File: src/rtl/led_seq_pkg.sv
// Shared mode encodings and the one-hot helper for the LED sequencer.
package led_seq_pkg;

  localparam logic [1:0] MODE_DIRECT  = 2'b00;
  localparam logic [1:0] MODE_SCAN_UP = 2'b01;
  localparam logic [1:0] MODE_SCAN_DN = 2'b10;
  localparam logic [1:0] MODE_BLINK   = 2'b11;

  // Widest select supported; callers truncate the result to their own 2**SEL_W.
  localparam int MAX_SEL_W = 8;
  localparam int MAX_LEDS  = 2 ** MAX_SEL_W;

  function automatic logic [MAX_LEDS-1:0] onehot(input logic [MAX_SEL_W-1:0] sel);
    logic [MAX_LEDS-1:0] v;
    v      = '0;
    v[sel] = 1'b1;
    return v;
  endfunction

endpackage

File: src/rtl/led_onehot_sequencer_if.sv
// Switch-side inputs and LED-side outputs of the sequencer, bundled for port lists.
interface led_onehot_sequencer_if #(
  parameter int SEL_W = 2
) ();

  logic [SEL_W-1:0]      sel;
  logic                  en;
  logic [1:0]            mode;
  logic [2**SEL_W-1:0]   leds;
  logic [SEL_W-1:0]      pos;
  logic                  tick;

  modport master (output sel, output en, output mode, input leds, input pos, input tick);
  modport slave  (input sel, input en, input mode, output leds, output pos, output tick);

endinterface

File: src/rtl/tick_prescaler.sv
// Free-running step/blink prescaler; clr restarts the period so a new mode gets a full first interval.
module tick_prescaler #(
  parameter int TICK_DIV = 50000000
) (
  input  logic clk,
  input  logic rst_n,
  input  logic clr,
  output logic tick
);

  localparam int CNT_W = $clog2(TICK_DIV);
  localparam logic [CNT_W-1:0] CNT_TC = CNT_W'(TICK_DIV - 1);

  logic [CNT_W-1:0] cnt;
  logic             at_tc;

  assign at_tc = (cnt == CNT_TC);
  // A clear landing on terminal count swallows that tick.
  assign tick  = at_tc && !clr;

  always_ff @(posedge clk or negedge rst_n) begin
    if (!rst_n) begin
      cnt <= '0;
    end else if (clr || at_tc) begin
      cnt <= '0;
    end else begin
      cnt <= cnt + 1'b1;
    end
  end

endmodule

File: src/rtl/led_onehot_sequencer.sv
// Registered one-hot LED driver: direct decode, up/down chaser or blink of the selected LED.
module led_onehot_sequencer
  import led_seq_pkg::*;
#(
  parameter int SEL_W    = 2,
  parameter int TICK_DIV = 50000000
) (
  input  logic                   clk,
  input  logic                   rst_n,
  led_onehot_sequencer_if.slave  bus
);

  localparam int N_LEDS = 2 ** SEL_W;

  logic [SEL_W-1:0]  sel_m, sel_s;
  logic              en_m, en_s;
  logic [1:0]        mode_m, mode_s, mode_prev;
  logic              chg;
  logic              tick;
  logic [SEL_W-1:0]  pos, pos_nx;
  logic              blink_ph, blink_nx;
  logic [N_LEDS-1:0] leds, leds_nx;

  // Switches are asynchronous to clk; everything downstream sees only the _s copies.
  always_ff @(posedge clk or negedge rst_n) begin
    if (!rst_n) begin
      sel_m  <= '0;
      sel_s  <= '0;
      en_m   <= 1'b0;
      en_s   <= 1'b0;
      mode_m <= MODE_DIRECT;
      mode_s <= MODE_DIRECT;
    end else begin
      sel_m  <= bus.sel;
      sel_s  <= sel_m;
      en_m   <= bus.en;
      en_s   <= en_m;
      mode_m <= bus.mode;
      mode_s <= mode_m;
    end
  end

  assign chg = (mode_s != mode_prev);

  tick_prescaler #(
    .TICK_DIV (TICK_DIV)
  ) u_prescaler (
    .clk   (clk),
    .rst_n (rst_n),
    .clr   (chg),
    .tick  (tick)
  );

  always_comb begin
    pos_nx   = pos;
    blink_nx = blink_ph;
    leds_nx  = '0;
    // Disabled: position and blink phase freeze, LEDs go dark.
    if (en_s) begin
      if (chg) begin
        blink_nx = 1'b1;
      end else if (mode_s == MODE_BLINK && tick) begin
        blink_nx = ~blink_ph;
      end
      case (mode_s)
        MODE_SCAN_UP: if (tick) pos_nx = pos + 1'b1;
        MODE_SCAN_DN: if (tick) pos_nx = pos - 1'b1;
        default:      pos_nx = sel_s;
      endcase
      if (!(mode_s == MODE_BLINK && !blink_nx)) begin
        leds_nx = N_LEDS'(onehot(MAX_SEL_W'(pos_nx)));
      end
    end
  end

  always_ff @(posedge clk or negedge rst_n) begin
    if (!rst_n) begin
      mode_prev <= MODE_DIRECT;
      pos       <= '0;
      blink_ph  <= 1'b1;
      leds      <= '0;
    end else begin
      mode_prev <= mode_s;
      pos       <= pos_nx;
      blink_ph  <= blink_nx;
      leds      <= leds_nx;
    end
  end

  assign bus.leds = leds;
  assign bus.pos  = pos;
  assign bus.tick = tick;

endmodule
File: src/flat_wrapper.sv
// flat-port wrapper written by rule: the top's interface ports become plain ports
module led_onehot_sequencer_flat import led_seq_pkg::*;
#(
  parameter int SEL_W    = 2,
  parameter int TICK_DIV = 50000000
)
  (clk, rst_n, bus_sel, bus_en, bus_mode, bus_leds, bus_pos, bus_tick);
  led_onehot_sequencer_if #(.SEL_W(SEL_W)) bus_i ();
  input  logic clk;
  input  logic rst_n;
  input wire logic [$bits(bus_i.sel)-1:0] bus_sel;
  input wire logic [$bits(bus_i.en)-1:0] bus_en;
  input wire logic [$bits(bus_i.mode)-1:0] bus_mode;
  output wire logic [$bits(bus_i.leds)-1:0] bus_leds;
  output wire logic [$bits(bus_i.pos)-1:0] bus_pos;
  output wire logic [$bits(bus_i.tick)-1:0] bus_tick;
  assign bus_i.sel = bus_sel;
  assign bus_i.en = bus_en;
  assign bus_i.mode = bus_mode;
  assign bus_leds = bus_i.leds;
  assign bus_pos = bus_i.pos;
  assign bus_tick = bus_i.tick;
  led_onehot_sequencer #(.SEL_W(SEL_W), .TICK_DIV(TICK_DIV)) u_core (.clk(clk), .rst_n(rst_n), .bus(bus_i));
endmodule
File: config.mk
export PLATFORM = sky130hd
export DESIGN_NAME = led_onehot_sequencer_flat
export DESIGN_NICKNAME = d
export VERILOG_FILES = /design/src/rtl/led_seq_pkg.sv /design/src/rtl/led_onehot_sequencer_if.sv /design/src/rtl/tick_prescaler.sv /design/src/rtl/led_onehot_sequencer.sv /design/src/flat_wrapper.sv
export SDC_FILE = /design/constraint.sdc
export NUM_CORES = 1
export LEC_CHECK = 0
export BUFFER_PORTS_ARGS = -buffer_cell sky130_fd_sc_hd__buf_2
export CAP_MARGIN = 20
export CORE_ASPECT_RATIO = 1.1
export CORE_MARGIN = 1.5
export CORE_UTILIZATION = 53
export CTS_CLUSTER_DIAMETER = 200
export CTS_CLUSTER_SIZE = 8
export DETAILED_ROUTE_END_ITERATION = 8
export PLACE_DENSITY = 0.74
export SLEW_MARGIN = 15
export SYNTH_ARGS = -nofsm -noshare
export SYNTH_HDL_FRONTEND = slang
export SYNTH_SLANG_ARGS = --single-unit
File: constraint.sdc
create_clock -name clk -period 3.5 [get_ports clk]
set_input_delay 0.175 -clock clk [delete_from_list [all_inputs] [get_ports clk]]
set_output_delay 0.175 -clock clk [all_outputs]
set_load 0.01 [all_outputs]
==> summary.txt <==
Status
  • Outcome: completed

Floorplanning
  • Starting Density: 56.9%
  • Core area: 0.00374 sq mm
  • Cell row count: 23
  • Chip height: 69.4 microns
  • Die footprint: 0.00440 sq mm
  • IO Pins: 14
  • DIE WIDTH: 63.4 microns

Setup path
  • WP data arrival: about 2400 ps
  • Crit end category: primary output
  • Reg2Reg Launch Point: u_core.u_prescaler.cnt[11]
  • Worst setup SP type: register
  • CP top delay family: simple AND/OR/NAND/NOR gates
  • Crit Path Max Fanout: 4
  • Reg2Reg Depth: 5
  • CP Class: reg2out
  • Worst flop-to-flop path endpoint: u_core.u_prescaler.cnt[17]
  • Crit path depth: 4
  • Flop-to-flop setup slack: ~1100 ps
  • Required @ worst endpoint: 3320 ps
  • Buffers & Inverters on Critical Path: 1
  • Slowest stage delay, CP: 570 ps
  • Slowest CP cell: or4b_1
  • Crit-path cells: or4_4 > or4b_1 > nor4_1 > buf_2

CTS
  • H-Tree Level Count: 2
  • Num CTS Buffers: 5
  • Skew-Pair Late Insertion Delay: 300 ps
  • # Post-CTS Setup Buffers: 0
  • Clk buf depth: 2
  • CTS tree: built
  • Clk root buf: clkbuf_8
  • CTS sink cnt: between 40 and 50
  • Clk slew on worst S/H paths: around 90 ps

Detailed routing
  • DR WL/cell: 14.9 microns
  • Met3 wire length: between 150 and 200 microns
  • Post-DR vias/cell: approximately 5.5
  • Met2 WL: ~2.1 mm
  • First-pass detailed-route iteration total: 4
  • DRC Markers: 0
  • Detailed-route via count: 1505
  • Antenna-violating nets left: 0
  • Top sig layer: met4
  • Met1 wire length: between 1.5 and 2 mm
  • DRT iter0 DRCs: 78
  • Final WL: 4.05 mm

Synthesis
  • Mean Syn Cell Area: between 10 and 15 sq um
  • Most used DFF post-synth: dfrtp_1
  • Synthesis Warnings: 0
  • Synth Register Bits: 45
  • Most frequent cells after synthesis: dfrtp_1, nor2_1, xnor2_1
  • Cell Area, Synth: 0.00213 sq mm
  • Synth Net Count: 210
  • Post-synthesis sequential area ratio: 53.0%
  • Top cell type's share of synthesized area: between 50% and 60%
  • Post-synth EDFFs: 0
  • Async SR Flop Fraction: between 90% and 100%
  • Cell taking the most area after synthesis: dfrtp_1
  • Count leader, synth: dfrtp_1
  • Synthesized instance count: 199
  • Synth cell types: 40
  • Synth top area cells: dfrtp_1, xnor2_1, nor2_1

Placed design
  • Area after DPL: around 0.0022 sq mm
  • Final GP Congestion: 0.924
  • PortBufs: 13
  • Pre-CTS setup slack: 1140 ps
  • HPWL Detailed: around 2.8 mm

STA
  • Setup ws final: 888 ps
  • Clock skew: 12.0 ps
  • Max_slew headroom: 46.9%
  • Clock period minus final worst setup slack: 2610 ps
  • Final Hold Slack: 338 ps
  • Tcrit/Tclk final: 74.6%
  • Setup TNS: 0 ps
  • Slew Limit Fails: 0
  • Fin. Hold Viols: 0
  • RSZ-0062 raised after global routing: false
  • Max Clk Rate: 383 MHz
  • Worst-margin pin slew: 794 ps
  • Finish-stage setup viols: 0

Global routing
  • Grt total ovfl: 0
  • First-pass GRT wire length: ~7 mm
  • Antenna violations before repair: 0
  • Vias in the first global route: 1543
  • GRT Overall Usage: about a fifth
  • Pin count of the biggest net entering global routing: 46

Worst hold path
  • Class of the worst hold path: in2async

Layout
  • Final instance area: 0.00245 sq mm
  • Multi-input gate area: approximately 940 sq um
  • Layout cells sized above 1: 17.1%
  • ANT cells: 0
  • Final nets: 232
  • Filler cells: 295
  • Area occupied by registers: 0.00113 sq mm
  • P&R area growth vs syn: 15.1%

Power and ir drop
  • PD cells: approximately 440 mW/mm^2
  • Peak VDD IR: 0.000287 V
  • Leakage Power: 1.03 nW

Job
  • Max Cap Viol: 0
-- flip-flops by register name, indices dropped and copies added (netlist names), 2 cells and up --
signal / flops
u_core.mode_m: 2
u_core.sel_m: 2
u_core.bus.leds: 4
u_core.sel_s: 2
u_core.mode_prev: 2
u_core.bus.pos: 2
u_core.u_prescaler.cnt: 26
u_core.mode_s: 2
-- layout by cell type (no fill, tap or decap), types with 5 or more instances in the layout --
cell type / Yosys / final
nand3_1: 12 / 12
nand4_1: 5 / 5
buf_2: 2 / 13
dfrtp_1: 44 / 44
nor2_1: 33 / 33
inv_1: 11 / 11
dlygate4sd3_1: 0 / 6
nand2_1: 13 / 13
clkbuf_8: 0 / 5
xnor2_1: 19 / 19
nor4_1: 5 / 5
xor2_1: 9 / 9
-- cell type report --
cell class	instances	area share [%]
clock buffers	5	2.81
clock inverters	3	2.66
inverters	11	1.69
multi-input cells	138	38.3
flip-flops and latches	45	46.1
well taps	50	2.56
repair buffers	20	5.93
-- kinds of logic after synthesis --
kind of cell               count (synthesis)  share of synthesized area, %
and+or+nand+nor                           90                          23.1
buffers and inverters                     16                          2.94
AOI/OAI and AO/OA                         13                          5.47
xor gates and xnor gates                  28                          11.5
adders and majority gates                  4                          2.35
DFF                                       45                          53.0
muxes                                      3                          1.65
-- worst max path at each step --
stage	start	endpoint	slack [ps]
after floorplan	u_core.u_prescaler.cnt[10]	bus_tick	1420
after global routing	u_core.u_prescaler.cnt[10]	bus_tick	810
after detailed placement	u_core.u_prescaler.cnt[11]	u_core.u_prescaler.cnt[8]	1140
after CTS	u_core.u_prescaler.cnt[11]	bus_tick	910
final	u_core.u_prescaler.cnt[11]	bus_tick	890
after global placement	u_core.mode_s[0]	u_core.bus.leds[3]	1330
-- layer usage --
metal / GRT usage (%) / up-vias
met3: 3.73 / 8
li1: - / 716
met1: 25.5 / 744
met4: 9.18 / 0
met5: 0 / -
met2: 34.3 / 37
-- metrics by stage --
| stage | std cells | utilization [%] | power [mW] |
|---|---|---|---|
| 6_report | 272 | 65.4 | 1.09 |
| 5_1_grt | 272 | 65.4 | 1.13 |
| 4_1_cts | 270 | 64.6 | 1.10 |
| 3_5_place_dp | 257 | 59.7 | 0.636 |
| 3_3_place_gp | 257 | 59.7 | 0.633 |
| 2_1_floorplan | 199 | - | 0.605 |
-- worst reg2reg max path, delay by kind of cell (launching register included) --
family	cells	cell delay (ps)
DFF	1	430
and+or+nand+nor	5	1810
-- power breakdown --
part           total, mW  internal [mW]  switching [mW]
registers          0.547          0.536          0.0119
clock network      0.456          0.283           0.172
logic             0.0856         0.0346          0.0511
total               1.09          0.854           0.235
-- timing repair --
action / in CTS / in global routing
gates resized for setup: 0 / 0
endpoints found under the hold margin: 5 / 16
hold buffers: 5 / 1
Power figures use the tool's default switching activity.
